File: src/rtl/uart_blk_pkg.sv
// rtl/uart_blk_pkg.sv - shared types and defaults for the UART block controller
// Purpose: RX/TX state enums, default NBYTES/TIMEOUT_CYC and a saturating
//          8-bit increment used by the error counter.
package uart_blk_pkg;

    localparam int DEF_NBYTES      = 8;
    localparam int DEF_TIMEOUT_CYC = 65535;

    typedef enum logic {
        R_COLLECT = 1'b0,
        R_PRESENT = 1'b1
    } rx_state_t;

    typedef enum logic [1:0] {
        T_IDLE    = 2'd0,
        T_WR      = 2'd1,
        T_WAIT_HI = 2'd2,
        T_WAIT_LO = 2'd3
    } tx_state_t;

    function automatic logic [7:0] sat_inc8(input logic [7:0] v);
        return (v == 8'hFF) ? v : v + 8'd1;
    endfunction

endpackage

File: src/rtl/uart_blk_tx_seq.sv
// rtl/uart_blk_tx_seq.sv - block-to-UART transmit sequencer
// Purpose: takes one NBYTES block and writes it to the UART MSB byte first,
//          one tx_wr strobe per byte, pacing on tx_busy.
// Ports:   clk, n_reset (async, active-low)
//          blk_in/blk_in_valid/blk_in_ready - block handshake
//          tx_data/tx_wr/tx_busy             - UART transmit side
// All outputs are registered.
module uart_blk_tx_seq
    import uart_blk_pkg::*;
#(
    parameter int NBYTES = DEF_NBYTES
) (
    input  logic                  clk,
    input  logic                  n_reset,
    input  logic [8*NBYTES-1:0]   blk_in,
    input  logic                  blk_in_valid,
    output logic                  blk_in_ready,
    output logic [7:0]            tx_data,
    output logic                  tx_wr,
    input  logic                  tx_busy
);

    localparam int IW = $clog2(NBYTES);
    localparam logic [IW-1:0] LAST_IDX = IW'(NBYTES - 1);

    tx_state_t              r_state, w_state_nx;
    logic [8*NBYTES-1:0]    r_shift, w_shift_nx;
    logic [IW-1:0]          r_idx, w_idx_nx;
    logic [7:0]             r_tx_data, w_tx_data_nx;
    logic                   r_tx_wr, w_tx_wr_nx;
    logic                   r_ready, w_ready_nx;

    always_comb begin
        w_state_nx   = r_state;
        w_shift_nx   = r_shift;
        w_idx_nx     = r_idx;
        w_tx_data_nx = r_tx_data;
        w_tx_wr_nx   = 1'b0;
        case (r_state)
            // Capture only when ready is already visible, so the first
            // cycle after reset (ready still 0) cannot swallow a block.
            T_IDLE: begin
                if (r_ready && blk_in_valid) begin
                    w_shift_nx = blk_in;
                    w_idx_nx   = '0;
                    w_state_nx = T_WR;
                end
            end
            T_WR: begin
                if (!tx_busy) begin
                    w_tx_data_nx = r_shift[8*NBYTES-1 -: 8];
                    w_tx_wr_nx   = 1'b1;
                    w_state_nx   = T_WAIT_HI;
                end
            end
            T_WAIT_HI: begin
                if (tx_busy) begin
                    w_state_nx = T_WAIT_LO;
                end
            end
            T_WAIT_LO: begin
                if (!tx_busy) begin
                    if (r_idx == LAST_IDX) begin
                        w_state_nx = T_IDLE;
                    end else begin
                        w_shift_nx = r_shift << 8;
                        w_idx_nx   = r_idx + IW'(1);
                        w_state_nx = T_WR;
                    end
                end
            end
            default: w_state_nx = T_IDLE;
        endcase
        w_ready_nx = (w_state_nx == T_IDLE);
    end

    always_ff @(posedge clk or negedge n_reset) begin
        if (!n_reset) begin
            r_state   <= T_IDLE;
            r_shift   <= '0;
            r_idx     <= '0;
            r_tx_data <= 8'h00;
            r_tx_wr   <= 1'b0;
            r_ready   <= 1'b0;
        end else begin
            r_state   <= w_state_nx;
            r_shift   <= w_shift_nx;
            r_idx     <= w_idx_nx;
            r_tx_data <= w_tx_data_nx;
            r_tx_wr   <= w_tx_wr_nx;
            r_ready   <= w_ready_nx;
        end
    end

    assign blk_in_ready = r_ready;
    assign tx_data      = r_tx_data;
    assign tx_wr        = r_tx_wr;

endmodule

File: src/rtl/uart_blk_ctrl.sv
// rtl/uart_blk_ctrl.sv - UART byte stream to fixed-size block controller
// Purpose: RX assembles NBYTES UART bytes (MSB first) into blk_out and holds
//          it until blk_out_ready; framing errors drop the partial block and
//          bump a saturating err_cnt. TX is delegated to uart_blk_tx_seq.
// Ports:   clk, n_reset (async, active-low)
//          rx_data/rx_avail/rx_error/rx_ack   - UART receive side
//          tx_data/tx_wr/tx_busy              - UART transmit side
//          blk_out/blk_out_valid/blk_out_ready - assembled block out
//          blk_in/blk_in_valid/blk_in_ready    - block to transmit
//          err_cnt                             - discarded partial blocks
// Option:  UART_BLK_CTRL_TIMEOUT_EN enables the inter-byte timeout.
module uart_blk_ctrl
    import uart_blk_pkg::*;
#(
    parameter int NBYTES      = DEF_NBYTES,
    parameter int TIMEOUT_CYC = DEF_TIMEOUT_CYC
) (
    input  logic                  clk,
    input  logic                  n_reset,
    input  logic [7:0]            rx_data,
    input  logic                  rx_avail,
    input  logic                  rx_error,
    output logic                  rx_ack,
    output logic [7:0]            tx_data,
    output logic                  tx_wr,
    input  logic                  tx_busy,
    output logic [8*NBYTES-1:0]   blk_out,
    output logic                  blk_out_valid,
    input  logic                  blk_out_ready,
    input  logic [8*NBYTES-1:0]   blk_in,
    input  logic                  blk_in_valid,
    output logic                  blk_in_ready,
    output logic [7:0]            err_cnt
);

    localparam int CW = $clog2(NBYTES);
    localparam logic [CW-1:0] LAST_CNT = CW'(NBYTES - 1);

    if (NBYTES < 2 || NBYTES > 16 || TIMEOUT_CYC < 1 || TIMEOUT_CYC > 65535) begin : g_bad_param
        $error("uart_blk_ctrl: NBYTES or TIMEOUT_CYC out of range");
    end

    rx_state_t              r_rx_state, w_rx_state_nx;
    logic [CW-1:0]          r_cnt, w_cnt_nx;
    logic [8*NBYTES-1:0]    r_blk_out, w_blk_nx;
    logic                   r_blk_out_valid, w_valid_nx;
    logic                   r_rx_ack, w_ack_nx;
    logic [7:0]             r_err_cnt, w_err_nx;
`ifdef UART_BLK_CTRL_TIMEOUT_EN
    localparam logic [15:0] TO_LIM = 16'(TIMEOUT_CYC);
    logic [15:0]            r_to_cnt, w_to_nx;
`endif

    // r_rx_ack gates acceptance: the UART only drops rx_avail/rx_error
    // once it has seen the ack, so the ack cycle must not count twice.
    always_comb begin
        w_rx_state_nx = r_rx_state;
        w_cnt_nx      = r_cnt;
        w_blk_nx      = r_blk_out;
        w_valid_nx    = r_blk_out_valid;
        w_ack_nx      = 1'b0;
        w_err_nx      = r_err_cnt;
`ifdef UART_BLK_CTRL_TIMEOUT_EN
        w_to_nx       = r_to_cnt;
`endif
        case (r_rx_state)
            R_COLLECT: begin
                if (rx_error && !r_rx_ack) begin
                    w_ack_nx = 1'b1;
                    w_cnt_nx = '0;
                    if (r_cnt != '0) begin
                        w_err_nx = sat_inc8(r_err_cnt);
                    end
`ifdef UART_BLK_CTRL_TIMEOUT_EN
                    w_to_nx  = 16'd0;
`endif
                end else if (rx_avail && !r_rx_ack) begin
                    w_ack_nx = 1'b1;
                    // Shifting in at the bottom leaves the first byte on top.
                    w_blk_nx = {r_blk_out[8*NBYTES-9:0], rx_data};
`ifdef UART_BLK_CTRL_TIMEOUT_EN
                    w_to_nx  = 16'd0;
`endif
                    if (r_cnt == LAST_CNT) begin
                        w_cnt_nx      = '0;
                        w_valid_nx    = 1'b1;
                        w_rx_state_nx = R_PRESENT;
                    end else begin
                        w_cnt_nx = r_cnt + CW'(1);
                    end
                end
`ifdef UART_BLK_CTRL_TIMEOUT_EN
                else if (r_cnt != '0) begin
                    if (r_to_cnt == TO_LIM) begin
                        w_cnt_nx = '0;
                        w_err_nx = sat_inc8(r_err_cnt);
                        w_to_nx  = 16'd0;
                    end else begin
                        w_to_nx  = r_to_cnt + 16'd1;
                    end
                end
`endif
            end
            R_PRESENT: begin
                if (blk_out_ready) begin
                    w_valid_nx    = 1'b0;
                    w_rx_state_nx = R_COLLECT;
                end
            end
            default: w_rx_state_nx = R_COLLECT;
        endcase
    end

    always_ff @(posedge clk or negedge n_reset) begin
        if (!n_reset) begin
            r_rx_state      <= R_COLLECT;
            r_cnt           <= '0;
            r_blk_out       <= '0;
            r_blk_out_valid <= 1'b0;
            r_rx_ack        <= 1'b0;
            r_err_cnt       <= 8'h00;
`ifdef UART_BLK_CTRL_TIMEOUT_EN
            r_to_cnt        <= 16'd0;
`endif
        end else begin
            r_rx_state      <= w_rx_state_nx;
            r_cnt           <= w_cnt_nx;
            r_blk_out       <= w_blk_nx;
            r_blk_out_valid <= w_valid_nx;
            r_rx_ack        <= w_ack_nx;
            r_err_cnt       <= w_err_nx;
`ifdef UART_BLK_CTRL_TIMEOUT_EN
            r_to_cnt        <= w_to_nx;
`endif
        end
    end

    uart_blk_tx_seq #(
        .NBYTES       (NBYTES)
    ) u_tx (
        .clk          (clk),
        .n_reset      (n_reset),
        .blk_in       (blk_in),
        .blk_in_valid (blk_in_valid),
        .blk_in_ready (blk_in_ready),
        .tx_data      (tx_data),
        .tx_wr        (tx_wr),
        .tx_busy      (tx_busy)
    );

    assign rx_ack        = r_rx_ack;
    assign blk_out       = r_blk_out;
    assign blk_out_valid = r_blk_out_valid;
    assign err_cnt       = r_err_cnt;

endmodule
File: config.mk
export PLATFORM = sky130hd
export DESIGN_NAME = uart_blk_ctrl
export DESIGN_NICKNAME = d
export VERILOG_FILES = /design/src/rtl/uart_blk_pkg.sv /design/src/rtl/uart_blk_tx_seq.sv /design/src/rtl/uart_blk_ctrl.sv
export SDC_FILE = /design/constraint.sdc
export NUM_CORES = 1
export LEC_CHECK = 0
export CAP_MARGIN = 25
export CORE_ASPECT_RATIO = 0.8
export CORE_MARGIN = 2
export CORE_UTILIZATION = 50
export CTS_CLUSTER_SIZE = 40
export DETAILED_ROUTE_END_ITERATION = 10
export GPL_ROUTABILITY_DRIVEN = 0
export PLACE_DENSITY = 0.78
export SETUP_SLACK_MARGIN = 0.4
export SLEW_MARGIN = 15
export SYNTH_ARGS = -nofsm -noshare
export SYNTH_HDL_FRONTEND = slang
export SYNTH_HIERARCHICAL = 1
export SYNTH_SLANG_ARGS = --single-unit
File: constraint.sdc
create_clock -name clk -period 2.4 [get_ports clk]
set_input_delay 0.72 -clock clk [delete_from_list [all_inputs] [get_ports clk]]
set_output_delay 0.72 -clock clk [all_outputs]
set_load 0.02 [all_outputs]
Yosys cells after proc, flatten, opt, wreduce, memory -nomap -nowiden
Cells that the tools add are included.

word-level totals
  register bits after elaboration = 157
  bits of input ports = 79
  word-level logic and storage cells = 79

cells by class
  add/subtract/negate cells = 3
  eq/ne operators = 13
  mux-type cells = 32
  bitwise gates (word level) = 4
  reduce and logical (&&, ||, !) cells = 15

operators with widths
  kind                 count
  $mux 64              3
  $pmux 64 s2          1
  $mux 3               6
  $mux 1               14
  $ne 2x2->1 const B   6
  $reduce_and 4->1     3
  $add 8x1->8 const B  1
  $eq 8x8->1 const B   1
  $mux 2               4
  $pmux 2 s4           1
  $add 3x1->3 const B  2
  $eq 3x3->1 const B   2
  $pmux 3 s2           1
  $eq 2x2->1 const B   2
  $logic_not 2->1      2
  $not 1->1            4
  $pmux 1 s2           2
  $reduce_and 2->1     2
  $reduce_bool 2->1    2
  $logic_and 1x1->1    3
  $reduce_and 3->1     1
  $reduce_bool 3->1    1
  $eq 2x1->1 const B   1
  $ne 2x1->1 const B   1
  $logic_not 1->1      1

Logic depth before layout (Yosys ltp)
  depth in word-level cells = 5
  depth in mapped cells = 7

Cells and area by module
Netlist, hierarchy kept.

modules (own cells, without submodules)
  module           times used  cells each  area each (sq um)  seq. area each (sq um)
  uart_blk_tx_seq  1           251         3767.4             1976.9
  uart_blk_ctrl    1           200         3056.7             1951.9

Worst setup path after synthesis
Ideal clock, no wire load.

  path type = in2reg
  start point = input port blk_in_valid
  end point = register u_tx.r_shift[10]
  arrival time = 1.822 ns
  required time = 2.275 ns
  slack = 0.453 ns
  stages on the path = 6
  buffers on the path = 3
  cells stage by stage = nor4bb_1 buf_4 a31oi_2 buf_6 buf_6 mux2_4

between the ends
  cells in the longest elaborated chain, start to end = 3

RTL lines
  element                     RTL line               text
  start, declared             uart_blk_ctrl.sv:31    input logic blk_in_valid,
  $logic_and 1x1->1           uart_blk_tx_seq.sv:43  if (r_ready && blk_in_valid) begin
  $ne 2x1->1 (no line)        -
  $reduce_and 4->1 (no line)  -
  end signal, assigned        uart_blk_tx_seq.sv:87  r_shift <= w_shift_nx;
  end, declared               uart_blk_tx_seq.sv:27  logic [8*NBYTES-1:0] r_shift, w_shift_nx;

No other way between the ends.
A chain may end at the register's enable or synchronous reset.

Worst setup path in the final report
  start point = input port rx_error
  end point = register r_blk_out[14] (netlist: blk_out[14])

between the ends
  cells in the longest elaborated chain, start to end = 3

RTL lines
  element                     RTL line              text
  start, declared             uart_blk_ctrl.sv:22   input logic rx_error,
  $logic_and 1x1->1           uart_blk_ctrl.sv:68   if (rx_error && !r_rx_ack) begin
  $not 1->1 (no line)         -
  $reduce_and 3->1 (no line)  -
  end signal, assigned        uart_blk_ctrl.sv:128  r_blk_out <= w_blk_nx;
  end, declared               uart_blk_ctrl.sv:45   logic [8*NBYTES-1:0] r_blk_out, w_blk_nx;

No other way between the ends.

==> impl_metrics.json <==
{
  "status": "finished clean",
  "ios": 163,
  "grt_remaining_overflow": 0,
  "power_switching_mw": 3.99,
  "drt_pass1_iterations": 4,
  "cts-root-buf": "clkbuf_16",
  "drtIter0Drc": 148,
  "antenna_cells": 0,
  "ys_warn_count": 6,
  "die_h_um": 108,
  "intPower_mw": 8.02,
  "power_density_mw_per_mm2": 1270,
  "yosys-top-cells-count": "dfrtp_1, mux2_2, mux2_4",
  "drive_gt1_share_pct": 36.9,
  "antenna_found_initial": 0,
  "synth_top_area_cell": "dfrtp_1",
  "yosysTopAreaCellShare_pct": 57.6,
  "synth_ff_type": "dfrtp_1",
  "core_area_mm2": 0.0135,
  "synth_area_per_cell_um2": 15.1,
  "tightest_slew_ps": 522,
  "wl_per_cell_um": 18.2,
  "cts_inserted_buffers": 17,
  "syn-num-nets": 536,
  "syn-cell-area_mm2": 0.00682,
  "die-area_mm2": 0.0146,
  "seqPwrFrac_pct": 38.5,
  "crit_type": "input port to flip-flop",
  "grt_start_max_net_pins": 69,
  "netSwitchingFraction_pct": 33.2,
  "ir_drop_uv": 948,
  "dpl_cell_area_mm2": 0.00878,
  "finClkSkew_ps": 10.9,
  "min_period_over_period_pct": 82.6,
  "clkTransAtPathRegs_ps": 60,
  "worst-path-max-fanout": 34,
  "comb_power_share_pct": 40.3,
  "first_global_vias": 4543,
  "layout.nets": 726,
  "ctsHoldBuffers": 0,
  "grt_pass1_wl_um": 23300,
  "synth_edf_count": 0,
  "fmax_mhz": 505,
  "start_util_pct": 50.7,
  "dp_slack_ps": -89.7,
  "tns_ps": 0,
  "setup_viol": 0,
  "netlist_instances": 451,
  "yosys.cell_types.count": 32,
  "fill_cells": 925,
  "finalNonFillerCells": 833,
  "synth_most_common_cell": "dfrtp_1",
  "critPathArrivalTime_ps": 2290,
  "slew_headroom_pct": 65.2,
  "dpl.cell_count": 790,
  "tritoncts": "done",
  "numPortBuffers": 162,
  "cts-htree-levels": 4,
  "cts.path.max_buffers": 2,
  "postRouteAntennaNets": 0,
  "power_mw": 12.0,
  "hold_viol": 0,
  "syn_to_final_growth_pct": 38.2,
  "design_area_mm2": 0.00943,
  "drc_errors": 0,
  "yosys-top-cells-area": "dfrtp_1, mux2_2, mux2_4",
  "period_needed_ps": 1980,
  "drv_slew": 0,
  "p_clk_share_pct": 21.2,
  "critPathCaptureType": "flip-flop",
  "num_vias": 4324,
  "post-route-util_pct": 70.1,
  "synth-seq-area-share_pct": 57.6,
  "crit_path_start_kind": "input port",
  "crit_required_ps": 2700,
  "rows": 38,
  "grt_usage_pct": 21.0,
  "hold_ws_ps": 260,
  "clock_latency_ps": 430,
  "hpwl_um": 9950,
  "cellLeakagePower_nw": 4.53,
  "rsz0062_at_grt": "yes",
  "finalWorstSetupSlack_ps": 418,
  "wl_um": 15200,
  "vias_per_cell": 5.19,
  "hp-class": "input port to async pin",
  "die_x_um": 135,
  "max_cap_violations": 0,
  "cts.sinks": 157,
  "async_reset_ff_share_pct": 100,
  "synth_seq_cells": 157
}
-- final cells by class --
class                   instances  area (µm²)  share of cell area, %
flip-flops and latches        157        3930                   41.7
multi-input cells             266        2780                   29.5
repair buffers                194        1910                   20.3
clock buffers                  21         470                   4.99
well taps                     180         225                   2.39
clock inverters                10        90.1                  0.955
inverters                       5        18.8                  0.199
-- kinds of logic (layout without fill, tap and decap cells) --
logic type      count (synthesis)  after routing  synth area share [%]
mux                           187            187                  31.9
flops                         157            157                  57.6
simple gates                   47             47                  4.13
buf+inv                        28            230                  2.51
compound gates                 22             22                  2.29
fa+ha+maj                       6              6                  1.10
xor+xnor                        4              4                 0.513
-- power groups by stage --
stage	clock network, mW	logic [mW]	registers (mW)
after CTS	2.61	4.74	4.62
after detailed placement	0	5.07	4.66
final	2.55	4.84	4.62
after global placement	0	4.96	4.60
after global routing	2.72	5.17	4.78
after floorplan	0	2.46	5.16
-- layout by cell type, fill, tap and decap left out, drive strengths merged, types with 6 or more instances in the layout --
| master | count |
|---|---|
| clkbuf | 24 |
| a21o | 9 |
| ha | 6 |
| mux2 | 186 |
| inv | 6 |
| and3 | 12 |
| dfrtp | 157 |
| nand2 | 10 |
| clkdlybuf4s50 | 76 |
| nor2 | 6 |
| buf | 30 |
| dlygate4sd2 | 84 |
| o21ai | 6 |
-- critical path, cell delays in order --
cell	delay, ps
clkdlybuf4s50_1	460
nor4b_4	340
buf_6	360
mux2_2	390
-- metal layers --
metal	GRT usage, %	vias to the layer above	share of wire, %
met3	9.14	14	8.2
met4	7.97	0	1.2
met1	25.5	2184	43
met2	33.2	136	47
met5	0	-	0
li1	-	1990	-
-- path summary, 6_finish.rpt --
path	slack, ps	depth (start not counted)	endpoint	from
min in group clk	470	1	u_tx/r_shift[7]	u_tx/r_shift[7]
max	420	4	blk_out[14]	rx_error
max reg2reg	480	4	u_tx/r_shift[51]	u_tx/r_state[1]
min	260	1	u_tx/tx_data[0]	n_reset
max in group asynchronous	1490	2	blk_out[18]	n_reset
min reg2reg	470	1	u_tx/r_shift[7]	u_tx/r_shift[7]
-- registers in the layout, indices dropped and copies added (netlist names) --
signal and count:
u_tx/blk_in_ready 1, u_tx/tx_wr 1, u_tx/r_state 2, blk_out_valid 1, err_cnt 8, u_tx/tx_data 8, u_tx/r_shift 64, u_tx/r_idx 3
rx_ack 1, blk_out 64, r_cnt 3, r_rx_state 1
-- what timing repair did --
action | CTS | global route
gates cloned | 0 | 4
resized for setup | 85 | 13
endpoints found under the setup margin | 105 | 98
pin swaps | 0 | 1
setup buffers | 6 | 2
No activity file was read; power rests on OpenSTA's default activity.
